==> src/rtl/uart_tx_feeder_if.sv <==
// uart_tx_feeder_if: push port, status flags and UART handshake of the transmit feeder.
interface uart_tx_feeder_if #(
  parameter int DEPTH = 8
);
  localparam int CW = $clog2(DEPTH) + 1;

  logic [7:0]    wdata;
  logic          wen;
  logic          clr_err;
  logic          txready;
  logic [7:0]    txdata;
  logic          txclk;
  logic [CW-1:0] count;
  logic          full;
  logic          empty;
  logic          busy;
  logic          err;
  logic          overflow;

  // User logic and the UART side drive the inputs and observe the status.
  modport master (
    output wdata, wen, clr_err, txready,
    input  txdata, txclk, count, full, empty, busy, err, overflow
  );

  // The feeder itself.
  modport slave (
    input  wdata, wen, clr_err, txready,
    output txdata, txclk, count, full, empty, busy, err, overflow
  );
endinterface

==> src/rtl/uart_tx_feeder.sv <==
// uart_tx_feeder: buffers pushed bytes in a small FIFO and hands them to the
// board UART one at a time over the txdata/txclk/txready handshake.
module uart_tx_feeder #(
  parameter int DEPTH         = 8,
  parameter int STROBE_CYCLES = 4,
  parameter int TIMEOUT       = 4096
) (
  input  logic            hwclk,
  input  logic            reset_n,
  uart_tx_feeder_if.slave bus
);
  localparam int AW = $clog2(DEPTH);
  localparam int CW = AW + 1;
  localparam int SW = $clog2(STROBE_CYCLES);
  localparam int TW = $clog2(TIMEOUT + 1);

  typedef enum logic [1:0] {
    IDLE,
    STROBE,
    WAIT_ACK,
    WAIT_DONE
  } state_e;

  state_e        state_q, state_d;

  logic          rdy_p0;
  logic          rdy_s;

  logic [7:0]    mem [DEPTH];
  logic [AW-1:0] wr_ptr;
  logic [AW-1:0] rd_ptr;
  logic [CW-1:0] count_q;
  logic          full;
  logic          empty;
  logic          push;
  logic          pop;

  logic [7:0]    txdata_q, txdata_d;
  logic          txclk_q, txclk_d;
  logic [SW-1:0] strb_q, strb_d;
  logic [TW-1:0] tmo_q, tmo_d;
  logic          acked_q, acked_d;
  logic          busy_q;
  logic          err_set;
  logic          err_q;
  logic          ovf_q;

  assign full  = (count_q == CW'(DEPTH));
  assign empty = (count_q == '0);

  // A push is only refused when the FIFO is full and nothing leaves this cycle.
  assign push  = bus.wen && (!full || pop);

  // txready lives in the serial-clock domain; reset treats the UART as busy.
  always_ff @(posedge hwclk or negedge reset_n) begin
    if (!reset_n) begin
      rdy_p0 <= 1'b0;
      rdy_s  <= 1'b0;
    end else begin
      rdy_p0 <= bus.txready;
      rdy_s  <= rdy_p0;
    end
  end

  // FIFO storage carries data only, so it has no reset.
  always_ff @(posedge hwclk) begin
    if (push) begin
      mem[wr_ptr] <= bus.wdata;
    end
  end

  // FIFO pointers and occupancy; a simultaneous push and pop keeps the count.
  always_ff @(posedge hwclk or negedge reset_n) begin
    if (!reset_n) begin
      wr_ptr  <= '0;
      rd_ptr  <= '0;
      count_q <= '0;
    end else begin
      if (push) begin
        wr_ptr <= wr_ptr + AW'(1);
      end
      if (pop) begin
        rd_ptr <= rd_ptr + AW'(1);
      end
      case ({push, pop})
        2'b10:   count_q <= count_q + CW'(1);
        2'b01:   count_q <= count_q - CW'(1);
        default: count_q <= count_q;
      endcase
    end
  end

  // Handshake FSM: next state, strobe/timeout counters and the single pop per byte.
  always_comb begin
    state_d  = state_q;
    txdata_d = txdata_q;
    txclk_d  = txclk_q;
    strb_d   = strb_q;
    tmo_d    = tmo_q;
    acked_d  = acked_q;
    pop      = 1'b0;
    err_set  = 1'b0;
    case (state_q)
      IDLE: begin
        if (!empty && rdy_s) begin
          txdata_d = mem[rd_ptr];
          txclk_d  = 1'b1;
          strb_d   = SW'(STROBE_CYCLES - 1);
          acked_d  = 1'b0;
          state_d  = STROBE;
        end
      end
      STROBE: begin
        // The UART may accept before the strobe ends; pop once and remember it.
        if (!rdy_s && !acked_q) begin
          pop     = 1'b1;
          acked_d = 1'b1;
        end
        if (strb_q == '0) begin
          txclk_d = 1'b0;
          tmo_d   = '0;
          state_d = (acked_q || !rdy_s) ? WAIT_DONE : WAIT_ACK;
        end else begin
          strb_d = strb_q - SW'(1);
        end
      end
      WAIT_ACK: begin
        if (!rdy_s) begin
          pop     = 1'b1;
          state_d = WAIT_DONE;
        end else if (tmo_q == TW'(TIMEOUT - 1)) begin
          // Never accepted: discard the byte so the queue keeps moving.
          pop     = 1'b1;
          err_set = 1'b1;
          state_d = IDLE;
        end else begin
          tmo_d = tmo_q + TW'(1);
        end
      end
      WAIT_DONE: begin
        if (rdy_s) begin
          state_d = IDLE;
        end
      end
      default: begin
        state_d = IDLE;
      end
    endcase
  end

  // FSM state and registered handshake outputs; busy tracks the next state.
  always_ff @(posedge hwclk or negedge reset_n) begin
    if (!reset_n) begin
      state_q  <= IDLE;
      txdata_q <= '0;
      txclk_q  <= 1'b0;
      strb_q   <= '0;
      tmo_q    <= '0;
      acked_q  <= 1'b0;
      busy_q   <= 1'b0;
    end else begin
      state_q  <= state_d;
      txdata_q <= txdata_d;
      txclk_q  <= txclk_d;
      strb_q   <= strb_d;
      tmo_q    <= tmo_d;
      acked_q  <= acked_d;
      busy_q   <= (state_d != IDLE);
    end
  end

  // Sticky error flags; a clear wins over a set in the same cycle.
  always_ff @(posedge hwclk or negedge reset_n) begin
    if (!reset_n) begin
      err_q <= 1'b0;
      ovf_q <= 1'b0;
    end else if (bus.clr_err) begin
      err_q <= 1'b0;
      ovf_q <= 1'b0;
    end else begin
      err_q <= err_q | err_set;
      ovf_q <= ovf_q | (bus.wen && !push);
    end
  end

  assign bus.txdata   = txdata_q;
  assign bus.txclk    = txclk_q;
  assign bus.count    = count_q;
  assign bus.full     = full;
  assign bus.empty    = empty;
  assign bus.busy     = busy_q;
  assign bus.err      = err_q;
  assign bus.overflow = ovf_q;

endmodule
==> src/flat_wrapper.sv <==
// flat-port wrapper written by rule: the top's interface ports become plain ports
module uart_tx_feeder_flat 
#(
  parameter int DEPTH         = 8,
  parameter int STROBE_CYCLES = 4,
  parameter int TIMEOUT       = 4096
)
  (hwclk, reset_n, bus_wdata, bus_wen, bus_clr_err, bus_txready, bus_txdata, bus_txclk, bus_count, bus_full, bus_empty, bus_busy, bus_err, bus_overflow);
  uart_tx_feeder_if #(.DEPTH(DEPTH)) bus_i ();
  input  logic hwclk;
  input  logic reset_n;
  input wire logic [$bits(bus_i.wdata)-1:0] bus_wdata;
  input wire logic [$bits(bus_i.wen)-1:0] bus_wen;
  input wire logic [$bits(bus_i.clr_err)-1:0] bus_clr_err;
  input wire logic [$bits(bus_i.txready)-1:0] bus_txready;
  output wire logic [$bits(bus_i.txdata)-1:0] bus_txdata;
  output wire logic [$bits(bus_i.txclk)-1:0] bus_txclk;
  output wire logic [$bits(bus_i.count)-1:0] bus_count;
  output wire logic [$bits(bus_i.full)-1:0] bus_full;
  output wire logic [$bits(bus_i.empty)-1:0] bus_empty;
  output wire logic [$bits(bus_i.busy)-1:0] bus_busy;
  output wire logic [$bits(bus_i.err)-1:0] bus_err;
  output wire logic [$bits(bus_i.overflow)-1:0] bus_overflow;
  assign bus_i.wdata = bus_wdata;
  assign bus_i.wen = bus_wen;
  assign bus_i.clr_err = bus_clr_err;
  assign bus_i.txready = bus_txready;
  assign bus_txdata = bus_i.txdata;
  assign bus_txclk = bus_i.txclk;
  assign bus_count = bus_i.count;
  assign bus_full = bus_i.full;
  assign bus_empty = bus_i.empty;
  assign bus_busy = bus_i.busy;
  assign bus_err = bus_i.err;
  assign bus_overflow = bus_i.overflow;
  uart_tx_feeder #(.DEPTH(DEPTH), .STROBE_CYCLES(STROBE_CYCLES), .TIMEOUT(TIMEOUT)) u_core (.hwclk(hwclk), .reset_n(reset_n), .bus(bus_i));
endmodule
==> config.mk <==
export PLATFORM = sky130hd
export DESIGN_NAME = uart_tx_feeder_flat
export DESIGN_NICKNAME = d
export VERILOG_FILES = /design/src/rtl/uart_tx_feeder_if.sv /design/src/rtl/uart_tx_feeder.sv /design/src/flat_wrapper.sv
export SDC_FILE = /design/constraint.sdc
export NUM_CORES = 1
export LEC_CHECK = 0
export BUFFER_PORTS_ARGS = -buffer_cell sky130_fd_sc_hd__buf_2
export CAP_MARGIN = 20
export CORE_ASPECT_RATIO = 1.5
export CORE_MARGIN = 2
export CORE_UTILIZATION = 54
export CTS_CLUSTER_DIAMETER = 50
export DETAILED_ROUTE_END_ITERATION = 6
export GPL_TIMING_DRIVEN = 0
export HOLD_SLACK_MARGIN = 0.05
export PLACE_DENSITY = 0.73
export SLEW_MARGIN = 20
export SYNTH_ARGS = -nofsm -noshare
export SYNTH_HDL_FRONTEND = slang
export SYNTH_SLANG_ARGS = --single-unit
==> constraint.sdc <==
create_clock -name hwclk -period 2.9 [get_ports hwclk]
set_input_delay 0 -clock hwclk [delete_from_list [all_inputs] [get_ports hwclk]]
set_output_delay 0 -clock hwclk [all_outputs]
set_load 0.05 [all_outputs]
# After elaboration in Yosys (flattened, before gate mapping)
# Memory sizes are Yosys's and may differ from the RTL's. A register that Yosys moved wholly into a read port is not among the register bits.
# Index checks and enable logic that the tools add are counted.
[totals]
ram_bits = 64
reg_bits = 34
inputBits = 13
memories = 1
[op_classes]
add_sub_neg = 6
n_mux = 31
reduce_logical = 24
n_eq_ne = 13
bitwise = 2
[mem_list]
columns = ["name", "words", "word_bits", "rd", "rd_ports_with_merged_regs", "write_ports", "line_no", "rtl"]
rows = [
  ["u_core.mem", 8, 8, 1, 1, 1, "uart_tx_feeder.sv:29", "logic [7:0] mem [DEPTH];"],
]
[ops]
columns = ["operator", "count"]
rows = [
  ["$mux W13", 3],
  ["$pmux W13 S2", 1],
  ["$mux W1", 14],
  ["$mux W2", 7],
  ["$add A13 B1 Y13 const B", 1],
  ["$eq A13 B12 Y1 const B", 1],
  ["$reduce_and A3 Y1", 3],
  ["$ne A2 B1 Y1 const B", 4],
  ["$pmux W2 S4", 1],
  ["$pmux W4 S2", 1],
  ["$reduce_bool A2 Y1", 4],
  ["$add A3 B1 Y3 const B", 2],
  ["$eq A2 B2 Y1 const B", 3],
  ["$logic_not A1 Y1", 6],
  ["$pmux W1 S2", 3],
  ["$add A4 B1 Y4 const B", 1],
  ["$eq A2 B1 Y1 const B", 2],
  ["$eq A4 B4 Y1 const B", 1],
  ["$logic_and A1 B1 Y1", 4],
  ["$logic_not A2 Y1", 2],
  ["$logic_not A4 Y1", 1],
  ["$ne A2 B2 Y1 const B", 2],
  ["$pmux W2 S2", 1],
  ["$reduce_and A4 Y1", 1],
  ["5 further kinds", 7],
]

# Depth between registers and ports, before layout
[depth]
ltp_word = 10
mapped_depth = 12

# Worst setup path after synthesis
# No wires, ideal clock.
[synth_timing]
path_type = "reg-to-reg"
from = "register u_core.count_q[1], in the netlist u_core.bus.count[1]"
to = "register u_core.busy_q, in the netlist u_core.bus.busy"
path_slack_ns = -0.422
period_less_slack_ns = 3.322
setup_time_ns = 0.127
arrival_ns = 3.194
stages_incl_launch_ff = 6
required_ns = 2.773
path_cell_list = "dfrtp_1 nor4_1 or3_1 buf_2 o211ai_1 or2_2"
[synth_via]
elab_chain_len = 6
[synth_rtl]
columns = ["element", "line_no", "rtl"]
rows = [
  ["start, declared", "uart_tx_feeder.sv:32", "logic [CW-1:0] count_q;"],
  ["start signal, assigned", "uart_tx_feeder.sv:86", "2'b10: count_q <= count_q + CW'(1);"],
  ["start signal, assigned", "uart_tx_feeder.sv:87", "2'b01: count_q <= count_q - CW'(1);"],
  ["start signal, assigned", "uart_tx_feeder.sv:88", "default: count_q <= count_q;"],
  ["$logic_not A4 Y1", "uart_tx_feeder.sv:49", "assign empty = (count_q == '0);"],
  ["via bus_empty", "flat_wrapper.sv:20", "output wire logic [$bits(bus_i.empty)-1:0] bus_empty;"],
  ["$logic_not A1 Y1", "uart_tx_feeder.sv:105", "if (!empty && rdy_s) begin"],
  ["$logic_and A1 B1 Y1", "uart_tx_feeder.sv:105", ""],
  ["$mux W2", "uart_tx_feeder.sv:105", ""],
  ["$pmux W2 S4", "uart_tx_feeder.sv:103", "case (state_q)"],
  ["$reduce_bool A2 Y1", "uart_tx_feeder.sv:168", "busy_q <= (state_d != IDLE);"],
  ["end signal, assigned", "uart_tx_feeder.sv:168", ""],
  ["end, declared", "uart_tx_feeder.sv:43", "logic busy_q;"],
]
# The timed path passes the listed nets, and every way through them passes these cells.
# A chain may end at the register's enable or synchronous reset.

# Worst setup path after layout
[layout_timing]
from = "register u_core.state_q[0]"
to = "memory u_core.mem[4][7], enable pin"
[layout_via]
elab_chain_len = 6
[layout_rtl]
columns = ["element", "line_no", "rtl"]
rows = [
  ["start, declared", "uart_tx_feeder.sv:24", "state_e state_q, state_d;"],
  ["start signal, assigned", "uart_tx_feeder.sv:162", "state_q <= state_d;"],
  ["$eq A2 B2 Y1 or $eq A2 B1 Y1 (tied branches)", "uart_tx_feeder.sv:103", ""],
  ["$pmux W1 S2 *", "uart_tx_feeder.sv:103", ""],
  ["$logic_or A1 B1 Y1 *", "uart_tx_feeder.sv:52", "assign push = bus.wen && (!full || pop);"],
  ["$logic_and A1 B1 Y1 *", "uart_tx_feeder.sv:52", ""],
  ["$mux W1 *", "uart_tx_feeder.sv:67", "if (push) begin"],
  ["$mux W1 (not written as such) *", "uart_tx_feeder.sv:68", "mem[wr_ptr] <= bus.wdata;"],
  ["end, declared", "uart_tx_feeder.sv:29", ""],
]
# Mark *: on every way between the ends. The rest lies on a longest branch, timed or not.

==> metrics.json <==
{
  "run_status": {
    "run_status": "completed"
  },
  "global_routing": {
    "gr-usage-met3": 0.0412,
    "grt_pass1_wl_mm": 15.6,
    "globalRouteMet2Util": 0.385,
    "grt_use_met1": 0.261,
    "groute.usage.overall": 0.221,
    "grt_max_degree": 43,
    "antenna_found_initial": 0,
    "via_count_of_the_first_global_routing_pass": 3049,
    "grt-ovfl-total": 0,
    "grt-busiest-layer": "met2"
  },
  "logic_synthesis": {
    "syn-num-nets": 361,
    "postSynthCellCount": 339,
    "post_synth_num_cell_types": 52,
    "synth_largest_area_cell": "sky130_fd_sc_hd__edfxtp_1",
    "synth_area_sq_um": 4740,
    "post_synth_main_area_contributors": "sky130_fd_sc_hd__edfxtp_1 (41%), sky130_fd_sc_hd__dfrtp_1 (22%), sky130_fd_sc_hd__mux4_2 (7.6%), sky130_fd_sc_hd__ha_1 (2.4%), sky130_fd_sc_hd__mux2i_1 (2.3%)",
    "post_synth_mux_area_share": 0.109,
    "avgSynthCellArea_sq_um": 14.0,
    "ys.warnings.count": 0,
    "synth_xor_xnor_area_share": 0.0148,
    "synth_compound_area_frac": 0.0810,
    "yosys_most_used_dff": "sky130_fd_sc_hd__edfxtp_1",
    "synth.top_cell.area_share": 0.405,
    "yosys_register_bits": 106,
    "synthSimpleGateAreaFrac": 0.121,
    "asyncSetResetFlopFracSynth": 0.396,
    "yosys.cell_count.top_type": "sky130_fd_sc_hd__edfxtp_1",
    "netlist_top_cells_count": "sky130_fd_sc_hd__edfxtp_1 (64), sky130_fd_sc_hd__dfrtp_1 (42), sky130_fd_sc_hd__nand2_1 (25), sky130_fd_sc_hd__mux4_2 (16), sky130_fd_sc_hd__o21ai_0 (16)",
    "share_of_synthesized_cell_area_in_full_adder_half_adder_and_majority_cells": 0.0237,
    "synth_top_family_by_area": "simple AND/OR/NAND/NOR gates",
    "yosysSeqAreaShare": 0.627,
    "synth-edff-count": 64
  },
  "routing": {
    "detailedRoute.firstPassIterationCount": 5,
    "route.antenna.remaining_nets": 0,
    "detail_route.wl_per_cell_um": 18.6,
    "postRouteWirelength_mm": 9.62,
    "vias": 3004,
    "detailedRoute.firstIterationViolations": 233,
    "detail_route.drc_violations": 0,
    "drt-vias-per-instance": 5.81
  },
  "critical_path": {
    "timing.rr.end": "u_core.mem[4][7]",
    "cp.required_ns": 2.94,
    "worst_r2r_startpoint": "u_core.state_q[0]",
    "r2r_setup_slack_ns": 0.14,
    "timing.setup.critical_path_class": "register to register",
    "worst-r2r-cell-count": 10,
    "worst_setup_path_end_kind": "register",
    "worstSetupStartpointType": "register",
    "largest_fanout_on_the_critical_path": 10,
    "critical_path_arrival_ns": 2.80
  },
  "min_path": {
    "worstHoldEndpoint": "u_core.bus.overflow",
    "min_delay_path_depth": 3,
    "hold_start": "bus_wen",
    "worst_hold_path_type": "input pin to register"
  },
  "sta": {
    "worst-slew-pin-transition_ns": 0.949,
    "maxSlewHeadroom": 0.367,
    "setup_tns_ns": 0,
    "finalWorstPathRequiredPeriod_ns": 2.76,
    "finish_stage_setup_viols": 0,
    "fmax_mhz": 363,
    "worst_slack_ns": 0.142,
    "period_utilization": 0.951,
    "maxSlewViolCount": 0,
    "final.setup_skew_ns": 0.0112,
    "hold_viol": 0,
    "holdWs_ns": 0.133
  },
  "clocking": {
    "number_of_buffers_between_clock_root_and_the_deepest_sink": 2,
    "cts.sinks": 106,
    "cts.clk_slew.worst_paths_ns": 0.07,
    "clockRootBuffer": "sky130_fd_sc_hd__clkbuf_16",
    "cts-htree-levels": 3,
    "clock_tree_from_tritoncts": "built",
    "tritoncts.num_buffers": 9,
    "insertion_delay_ns": 0.34
  },
  "flow_run": {
    "total_of_max_cap_violations": 0
  },
  "placed_design": {
    "detailed_place_hpwl_mm": 6.59,
    "io_buffer_count": 29,
    "placed_instances": 479,
    "routability_congestion_estimate": 0.917,
    "dpl_worst_slack_ns": -0.326
  },
  "die": {
    "chipHeight_um": 119,
    "chipWidth_um": 80.5,
    "start_util": 0.560,
    "floorplan_die_area_sq_um": 9560,
    "core_sq_um": 8460,
    "fp_rows": 41,
    "floorplan.io_pins": 31
  },
  "cells_and_area": {
    "multi_input_combinational_cell_area_sq_um": 1730,
    "design.final.nets": 427,
    "finish.cell_count_without_fillers": 517,
    "final_layout_size_suffix_gt1_frac": 0.254,
    "synthToLayoutAreaGrowth_pct": 18.9,
    "fillers": 609,
    "postLayoutCoreUtil": 0.666,
    "antenna_cells": 0,
    "register_area_sq_um": 2970
  },
  "power": {
    "max-vdd-ir-drop_mv": 0.509,
    "powerDensity_nw_per_um2": 964,
    "power.static_leakage_nw": 2.23
  }
}
==> registers in the layout (all words and copies together), names as in the netlist, 2 cells and up <==
signal / cells
u_core.state_q: 2
u_core.bus.count: 4
u_core.wr_ptr: 3
u_core.bus.txdata: 8
u_core.rd_ptr: 3
u_core.tmo_q: 13
u_core.mem: 64
u_core.strb_q: 2
==> critical path, stage by stage, from the launching register on <==
cell and delay [ns]:
sky130_fd_sc_hd__dfrtp_1 0.43, sky130_fd_sc_hd__inv_2 0.11, sky130_fd_sc_hd__ha_1 0.14, sky130_fd_sc_hd__clkbuf_4 0.19, sky130_fd_sc_hd__nand4b_1 0.19, sky130_fd_sc_hd__nor4_4 0.32
sky130_fd_sc_hd__buf_4 0.17, sky130_fd_sc_hd__o31ai_1 0.12, sky130_fd_sc_hd__or2_4 0.34, sky130_fd_sc_hd__nor3b_2 0.20, sky130_fd_sc_hd__buf_4 0.23
==> report_power, final <==
group          internal, W  switching (W)
combinational     0.000822        0.00131
sequential         0.00193       0.000209
clock             0.000606       0.000570
total              0.00335        0.00209
==> routing by layer <==
layer	up-vias	part of all wire
met3	6	0.035
met4	0	0.012
li1	1438	-
met5	-	0
met1	1506	0.39
met2	54	0.56
==> worst max-delay path by stage <==
| stage | start | to | slack [ns] | depth (start not counted) |
|---|---|---|---|---|
| 2_1_floorplan | u_core.state_q[0] | u_core.mem[2][0] | 0.05 | 8 |
| 3_3_place_gp | u_core.state_q[0] | u_core.mem[2][4] | -0.85 | 8 |
| 4_1_cts | u_core.state_q[0] | u_core.mem[5][6] | 0.05 | 9 |
| 3_5_place_dp | u_core.state_q[0] | u_core.mem[7][6] | -0.33 | 9 |
| 6_report | u_core.state_q[0] | u_core.mem[4][7] | 0.14 | 10 |
| 5_1_grt | u_core.state_q[0] | u_core.mem[4][7] | -0.03 | 10 |
==> logic make-up after synthesis <==
group           after synthesis
simple gates                102
buf+inv                      27
xor+xnor                      8
flops                       106
fa+ha+maj                     9
mux                          31
compound gates               56
==> what timing repair did <==
action,in CTS,in global routing
endpoints found under the setup margin,50,62
buffers inserted,4,7
pin swaps,4,4
gates resized for setup,7,5
hold buffers,11,0
hold endpoints to repair,109,0
==> stage by stage <==
step / total power [W] / cell area, sq um
2_1_floorplan: 0.00361 / 4750
3_3_place_gp: 0.00407 / 5030
3_5_place_dp: 0.00417 / 5090
4_1_cts: 0.00542 / 5570
5_1_grt: 0.00575 / 5640
6_report: 0.00544 / 5640
==> final cells by class <==
type                       count  share of cell area
inverter                      11             0.00732
timing repair buffer          55              0.0697
clock inverter                 7              0.0115
multi-input combinational    206               0.307
tap                          107              0.0237
sequential                   106               0.527
clock buffer                   9              0.0399
buffer                        16              0.0133
==> cells in the final DEF (no fill, tap or decap), types with 6 or more instances in the layout <==
cell type	n
sky130_fd_sc_hd__edfxtp_1	64
sky130_fd_sc_hd__dfrtp_1	42
sky130_fd_sc_hd__buf_2	35
sky130_fd_sc_hd__nand2_1	25
sky130_fd_sc_hd__mux4_2	16
sky130_fd_sc_hd__o21ai_0	15
sky130_fd_sc_hd__buf_4	14
sky130_fd_sc_hd__nor2_1	13
sky130_fd_sc_hd__nand3_1	11
sky130_fd_sc_hd__a21oi_1	11
sky130_fd_sc_hd__mux2i_1	11
sky130_fd_sc_hd__dlygate4sd3_1	11
sky130_fd_sc_hd__inv_1	10
sky130_fd_sc_hd__ha_1	9
sky130_fd_sc_hd__clkbuf_16	9
sky130_fd_sc_hd__nor3_1	8
sky130_fd_sc_hd__a31oi_1	6
(Power assumes the default switching activity.)
